### config.mk
export PLATFORM = sky130hd
export DESIGN_NAME = cirno9_sram_ctrl
export DESIGN_NICKNAME = d
export VERILOG_FILES = /design/src/rtl/cirno9_sram_ctrl.sv
export SDC_FILE = /design/constraint.sdc
export NUM_CORES = 1
export LEC_CHECK = 0
export ABC_AREA = 1
export CORE_MARGIN = 5
export CORE_UTILIZATION = 36
export DETAILED_ROUTE_END_ITERATION = 16
export PLACE_DENSITY = 0.76
export SYNTH_ARGS = -nofsm -noshare
export SYNTH_HDL_FRONTEND = slang
export SYNTH_SLANG_ARGS = --single-unit
### constraint.sdc
create_clock -name clk -period 1.55 [get_ports clk]
set_clock_uncertainty 0.15 [all_clocks]
set_input_delay 0.2325 -clock clk [delete_from_list [all_inputs] [get_ports clk]]
set_output_delay 0.2325 -clock clk [all_outputs]
set_load 0.05 [all_outputs]
### src/rtl/cirno9_sram_ctrl.sv
// Load/store-port controller for a 1-cycle-latency single-port SRAM with wait states.
// Optional bus-error detection on out-of-range addresses: CIRNO9_SRAM_CTRL_BUSERR_EN.
module cirno9_sram_ctrl #(
  parameter int unsigned DW         = 32,
  parameter int unsigned AW         = 32,
  parameter int unsigned DEPTH_LOG2 = 14,
  parameter int unsigned RD_WAIT    = 1,
  parameter int unsigned WR_WAIT    = 0
) (
  input  logic                  clk,
  input  logic                  rst_n,
  input  logic                  i_ren,
  input  logic [DW/8-1:0]       i_wen,
  input  logic [AW-1:0]         i_adr,
  input  logic [DW-1:0]         i_wdat,
  output logic [DW-1:0]         o_rdat,
  output logic                  o_rdy,
  output logic                  o_err,
  output logic                  o_sram_en,
  output logic [DW/8-1:0]       o_sram_we,
  output logic [DEPTH_LOG2-1:0] o_sram_adr,
  output logic [DW-1:0]         o_sram_din,
  input  logic [DW-1:0]         i_sram_dout
);

  localparam int unsigned BW    = DW / 8;
  localparam int unsigned BOFF  = $clog2(BW);
  localparam int unsigned WA_HI = DEPTH_LOG2 + BOFF;
  localparam logic [4:0]  RD_LOAD = 5'(RD_WAIT + 1);
  localparam logic [4:0]  WR_LOAD = 5'(WR_WAIT);

  typedef enum logic [1:0] {IDLE, ACC, WAIT, RESP} state_e;

  state_e                  state_q;
  logic [4:0]              cnt_q;
  logic                    wr_q;
  logic                    rdy_q;
  logic                    err_q;
  logic                    sram_en_q;
  logic [BW-1:0]           sram_we_q;
  logic [DEPTH_LOG2-1:0]   sram_adr_q;
  logic [DW-1:0]           sram_din_q;
  logic [DW-1:0]           rdat_q;

  logic                    req;
  logic                    is_wr;
  logic                    oor;
  logic [DEPTH_LOG2-1:0]   word_adr;
  logic                    unused_adr_bits;

  assign req      = i_ren | (|i_wen);
  assign is_wr    = |i_wen;
  assign word_adr = i_adr[WA_HI-1:BOFF];

`ifdef CIRNO9_SRAM_CTRL_BUSERR_EN
  assign oor             = |i_adr[AW-1:WA_HI];
  assign o_err           = err_q;
  assign unused_adr_bits = ^i_adr[BOFF-1:0];
`else
  // Upper address bits alias onto the SRAM; the error path folds away.
  assign oor             = 1'b0;
  assign o_err           = 1'b0;
  assign unused_adr_bits = ^{i_adr[AW-1:WA_HI], i_adr[BOFF-1:0], err_q};
`endif

  always_ff @(posedge clk or negedge rst_n) begin
    if (!rst_n) begin
      state_q    <= IDLE;
      cnt_q      <= '0;
      wr_q       <= 1'b0;
      rdy_q      <= 1'b0;
      err_q      <= 1'b0;
      sram_en_q  <= 1'b0;
      sram_we_q  <= '0;
      sram_adr_q <= '0;
      sram_din_q <= '0;
      rdat_q     <= '0;
    end else begin
      rdy_q     <= 1'b0;
      err_q     <= 1'b0;
      sram_en_q <= 1'b0;
      sram_we_q <= '0;
      case (state_q)
        IDLE: begin
          if (req) begin
            if (oor) begin
              state_q <= RESP;
              rdy_q   <= 1'b1;
              err_q   <= 1'b1;
              rdat_q  <= '0;
            end else begin
              state_q    <= ACC;
              wr_q       <= is_wr;
              cnt_q      <= is_wr ? WR_LOAD : RD_LOAD;
              sram_en_q  <= 1'b1;
              sram_we_q  <= is_wr ? i_wen : '0;
              sram_adr_q <= word_adr;
              sram_din_q <= i_wdat;
            end
          end
        end
        ACC: begin
          if (cnt_q != '0) begin
            state_q <= WAIT;
          end else begin
            state_q <= RESP;
            rdy_q   <= 1'b1;
          end
        end
        WAIT: begin
          // A read's counter still holds its load value only in the first WAIT cycle.
          if (!wr_q && cnt_q == RD_LOAD) rdat_q <= i_sram_dout;
          cnt_q <= cnt_q - 5'd1;
          if (cnt_q == 5'd1) begin
            state_q <= RESP;
            rdy_q   <= 1'b1;
          end
        end
        RESP: state_q <= IDLE;
        default: state_q <= IDLE;
      endcase
    end
  end

  assign o_rdat     = rdat_q;
  assign o_rdy      = rdy_q;
  assign o_sram_en  = sram_en_q;
  assign o_sram_we  = sram_we_q;
  assign o_sram_adr = sram_adr_q;
  assign o_sram_din = sram_din_q;

endmodule
# Word-level counts from Yosys, hierarchy flattened

Cells that the tools add are included.

Equal/unequal tests: 7
$add $sub $neg: 1
Reductions and logical operators: 10
Bitwise operators: 1
Muxes and demuxes: 15

Operator list:

| cell                                             | count |
|---|---|
| two-way mux 4 bit                                | 3 |
| case mux 5 bit (2 select lines)                  | 1 |
| case mux 2 bit (4 select lines)                  | 1 |
| AND reduction 2 bit                              | 4 |
| two-way mux 2 bit                                | 3 |
| == test 5 x 1 -> 1 bit, second input constant    | 1 |
| == test 5 x 2 -> 1 bit, second input constant    | 1 |
| two-way mux 1 bit                                | 5 |
| two-way mux 5 bit                                | 1 |
| nonzero test 5 bit                               | 1 |
| subtractor 5 x 1 -> 5 bit, second input constant | 1 |
| == test 2 bit, second input constant             | 2 |
| != test 2 bit, second input constant             | 2 |
| OR reduction 4 bit                               | 1 |
| == test 2 x 1 -> 1 bit, second input constant    | 1 |
| zero test 2 bit                                  | 1 |
| case mux 1 bit (2 select lines)                  | 1 |
| nonzero test 2 bit                               | 1 |
| logical AND 1 bit                                | 1 |
| zero test 1 bit                                  | 1 |
| bitwise OR 1 bit                                 | 1 |

Input port bits: 103
Flip-flop bits (word level): 92
Logic and storage cells: 43
Output and inout bits: 85

# Depth between registers and ports, before layout

Depth after elaboration: 4
Gate-level depth with buffers: 9
Depth with buffers taken out: 8

# Worst setup path after synthesis

OpenSTA, ideal clock, no wires.

Kind: register to register
Start point: reg state_q[0]
End point: reg rdat_q[10] (netlist: o_rdat[10])
Slack: -0.052 ns
Path buffers: 2
Cell stages (with the launch flop): 10
Period minus slack after synthesis: 1.602 ns
Data arrival time: 1.333 ns
Cell sequence: dfrtp_1 > inv_1 > ha_1 > buf_2 > nand2_1 > nor2_2 > nand2_2 > buf_6 > nand2_1 > nand2_1

Longest elaborated chain between the ends: 2

Ends and longest elaborated chain:

| what                                 | RTL line | RTL |
|---|---|---|
| from (decl)                          | 34       | `state_e state_q;` |
| from (signal assigned)               | 68       | `state_q <= IDLE;` |
| from (signal assigned)               | 87       | `state_q <= RESP;` |
| from (signal assigned)               | 92       | `state_q <= ACC;` |
| == test 2 bit                        | 83       | `case (state_q)` |
| AND reduction 2 bit (no source line) | --       |  |
| to (signal assigned)                 | 112      | `if (!wr_q && cnt_q == RD_LOAD) rdat_q <= i_sram_dout;` |
| to (decl)                            | 43       | `logic [DW-1:0] rdat_q;` |

Every way passes these cells.
A chain may end at the register's enable or synchronous reset.

# Worst setup path after layout

Start point: reg state_q[1]
End point: reg state_q[1]

Longest elaborated chain between the ends: 3

Ends and longest elaborated chain:

| what                                             | RTL line |
|---|---|
| == test 2 bit or zero test 2 bit (tied branches) | 83 |
| != test 2 bit (no source line)                   | -- |
| AND reduction 2 bit (no source line)             | -- |

Several ways; a longest one is shown, not always the timed one.

==> impl_metrics.ini <==
[floorplan]
die_x_um = 113
pin_count = 188
dieArea_um2 = 12700
core.rowCount = 37
core_area_um2 = 10300
die_height_um = 113
start_util_pct = 36.9

[routing]
routedWlPerCell_um = 15.8
drc_errors = 0
drt_iter0_drc = 196
dr.pass1.iters = 4
ant_nets = 0
routed_wl_um = 11900
vias_per_cell = 4.73
vias = 3567

[placement]
dp_hpwl_um = 8630
numPortBuffers = 168
pre_cts_slack_ps = -226
place_inst = 731
gp_congestion = 0.819

[clock_tree]
cts_tree = done
cts_made_buffers = 9
cts_buffer_depth = 2
cts_sinks = 92
path_clk_slew_ps = 90
htreeDepth = 3
root_buffer = clkbuf_8
clock_latency_ps = 340

[sta]
final.period_utilization_pct = 101
postLayoutSetupSlackWorst_ps = -16.3
hold_viol = 0
clock.fmax_mhz = 638
rsz0062_at_grt = true
final-max-slew-violation-count = 0
post-route-min-period_ps = 1570
setup_viol = 2
fin_hold_ws_ps = 260

[pwr]
p_per_area_nw_per_um2 = 2580
seq_power_share_pct = 26.8
p_comb_share_pct = 64.5
switching_share_pct = 46.1
power_mw = 17.9
p_clk_share_pct = 8.7
vdd_drop_max_mv = 1.35
p_switching_mw = 8.25
internal-power_mw = 9.64
p_leak_nw = 3.41

[setup_path]
crit_type = reg2reg
crit_start = state_q[1]
worstPathRequired_ps = 1630
endpoint = state_q[1]
critPathCaptureType = flop
worstPathBufferInverterCount = 2
cp_slowest_cell = dfrtp_1
cp_common_cell = nand2_1
worstReg2RegEnd = state_q[1]
reg2reg_depth = 7
cp.depth = 7
worstPathMaxFanout = 3
critPathMaxStageDelay_ps = 450
critPathTopFamily = flip-flops
critPathLaunchType = flop
r2r-start = state_q[1]
r2r_slack_ps = -20
critical_path_arrival_ps = 1640
worstPathCellList = ha_4 -> buf_4 -> buf_4 -> nand2_1 -> nand2_1 -> nand2_1 -> o21ai_0

[synthesis]
synth_top_cell_by_area = dfrtp_1
syn_area_um2 = 3810
ys_warn_count = 0
synth_top_area_share_pct = 60.4
synth.avg_cell_area_um2 = 8.82
ys_seq_area_share_pct = 60.4
syn-num-nets = 542
ys_seq_elements = 92
syn_inst = 432
netlist-cell-type-count = 18
yosys-top-cells-area = dfrtp_1 (60%), nand2_1 (23%), nand3_1 (5.9%), ha_1 (2.3%), buf_6 (2.1%)

[min_path]
hp-class = in2reg
min_path_cells = 3

[finish]
final_common_cell = nand2_1
final_cell_mix = nand2_1 (219), dfrtp_1 (92), buf_12 (89), clkdlybuf4s50_1 (83), nand3_1 (45)
fin_util_pct = 67.2
nFillCells = 775
instances_no_fill = 754
multi_input_area_um2 = 1400
register_area_um2 = 2300
final_nets = 724
post_route_cells_drive_above_1_share_pct = 23.6
syn_to_final_growth_pct = 82.0
antennaDiodeCount = 0

[global_route]
grt_pass1_wl_um = 18500
gr-total-overflow = 0
grt_max_degree = 93
grt_pass1_vias = 3810
grt_util_all_layers_pct = 18.1
antenna_found_initial = 0

[outcome]
violations = negative setup slack
outcome = complete, but fails checks

[flow_run]
maxCapViolations = 0
final cells by class:
cell class | instances | share of cell area, %
clock buffer | 13 | 2.15
clock inverter | 2 | 0.505
inverter | 15 | 0.848
multi-input combinational | 303 | 20.2
sequential | 92 | 33.2
tap | 136 | 2.45
timing repair buffer | 193 | 40.7
sequential cells by signal, indices dropped and copies added (netlist names):
name	flops
cnt_q	5
o_rdat	32
o_rdy	1
o_sram_adr	14
o_sram_din	32
o_sram_en	1
o_sram_we	4
state_q	2
wr_q	1
tightest hold or removal path, cell delays in order:
cell	delay, ps
clkdlybuf4s50_1	400
nand2_1	60
nand2_1	40
per-stage QoR:
stage	instance area, µm²	TNS [ps]
finish	6940	-23.1
global route	6940	-1160
CTS	6750	-477
detailed placement	6540	-10500
global placement	6540	-7810
floorplan	3820	0
Yosys cell counts:
| cell type | instances |
|---|---|
| a21oi_1 | 1 |
| o21ai_0 | 4 |
| inv_2 | 1 |
| buf_2 | 14 |
| nand3_1 | 45 |
| conb_1 | 1 |
| inv_1 | 14 |
| xor2_1 | 1 |
| dfrtp_1 | 92 |
| nor2_2 | 3 |
| nor2_1 | 6 |
| nand2_1 | 230 |
| ha_1 | 7 |
| nand2_2 | 2 |
| buf_4 | 1 |
| nor3_4 | 1 |
| buf_6 | 7 |
| nand4_1 | 2 |
how the worst min path moves through the flow:
stage | from | endpoint | slack [ps]
3_3_place_gp | rst_n | o_rdat[23] | 170
6_report | i_wdat[27] | o_sram_din[27] | 260
2_1_floorplan | rst_n | cnt_q[0] | -210
3_5_place_dp | rst_n | o_sram_din[30] | 170
5_1_grt | i_adr[3] | o_sram_adr[1] | 240
4_1_cts | i_adr[8] | o_sram_adr[6] | 240
per-layer routing:
layer,global-route usage (%),vias to the layer above,share of wire [%]
met1,20.2,1697,37
met4,7.85,0,2.8
met5,0,-,0
met3,6.31,28,8.9
li1,-,1693,-
met2,31.1,149,51
cell families after synthesis:
group                    Yosys count  synth area share, %
flip-flops                        92                 60.4
XOR/XNOR                           1                0.230
adder cells (fa/ha/maj)            7                 2.30
AND/OR/NAND/NOR                  289                 30.7
AO/OA/AOI/OAI                      5                0.656
buffers and inverters             37                 5.58
other                              1               0.0984
repair_timing:
action / in CTS / in global routing
pin swaps: 1 / 0
endpoints found under the setup margin: 80 / 85
endpoints found under the hold margin: 92 / 0
cloned: 0 / 3
hold buffers: 1 / 0
setup buffers: 0 / 4
gates resized for setup: 3 / 27
power groups by stage:
stage               sequential, mW  clock [mW]  combinational (mW)
global route                  4.93        1.74                12.2
CTS                           4.74        1.62                11.3
detailed placement            4.78           0                11.2
global placement              4.69           0                11.0
finish                        4.78        1.56                11.5
floorplan                     7.75           0                2.17
No activity file was read; power rests on OpenSTA's default activity.
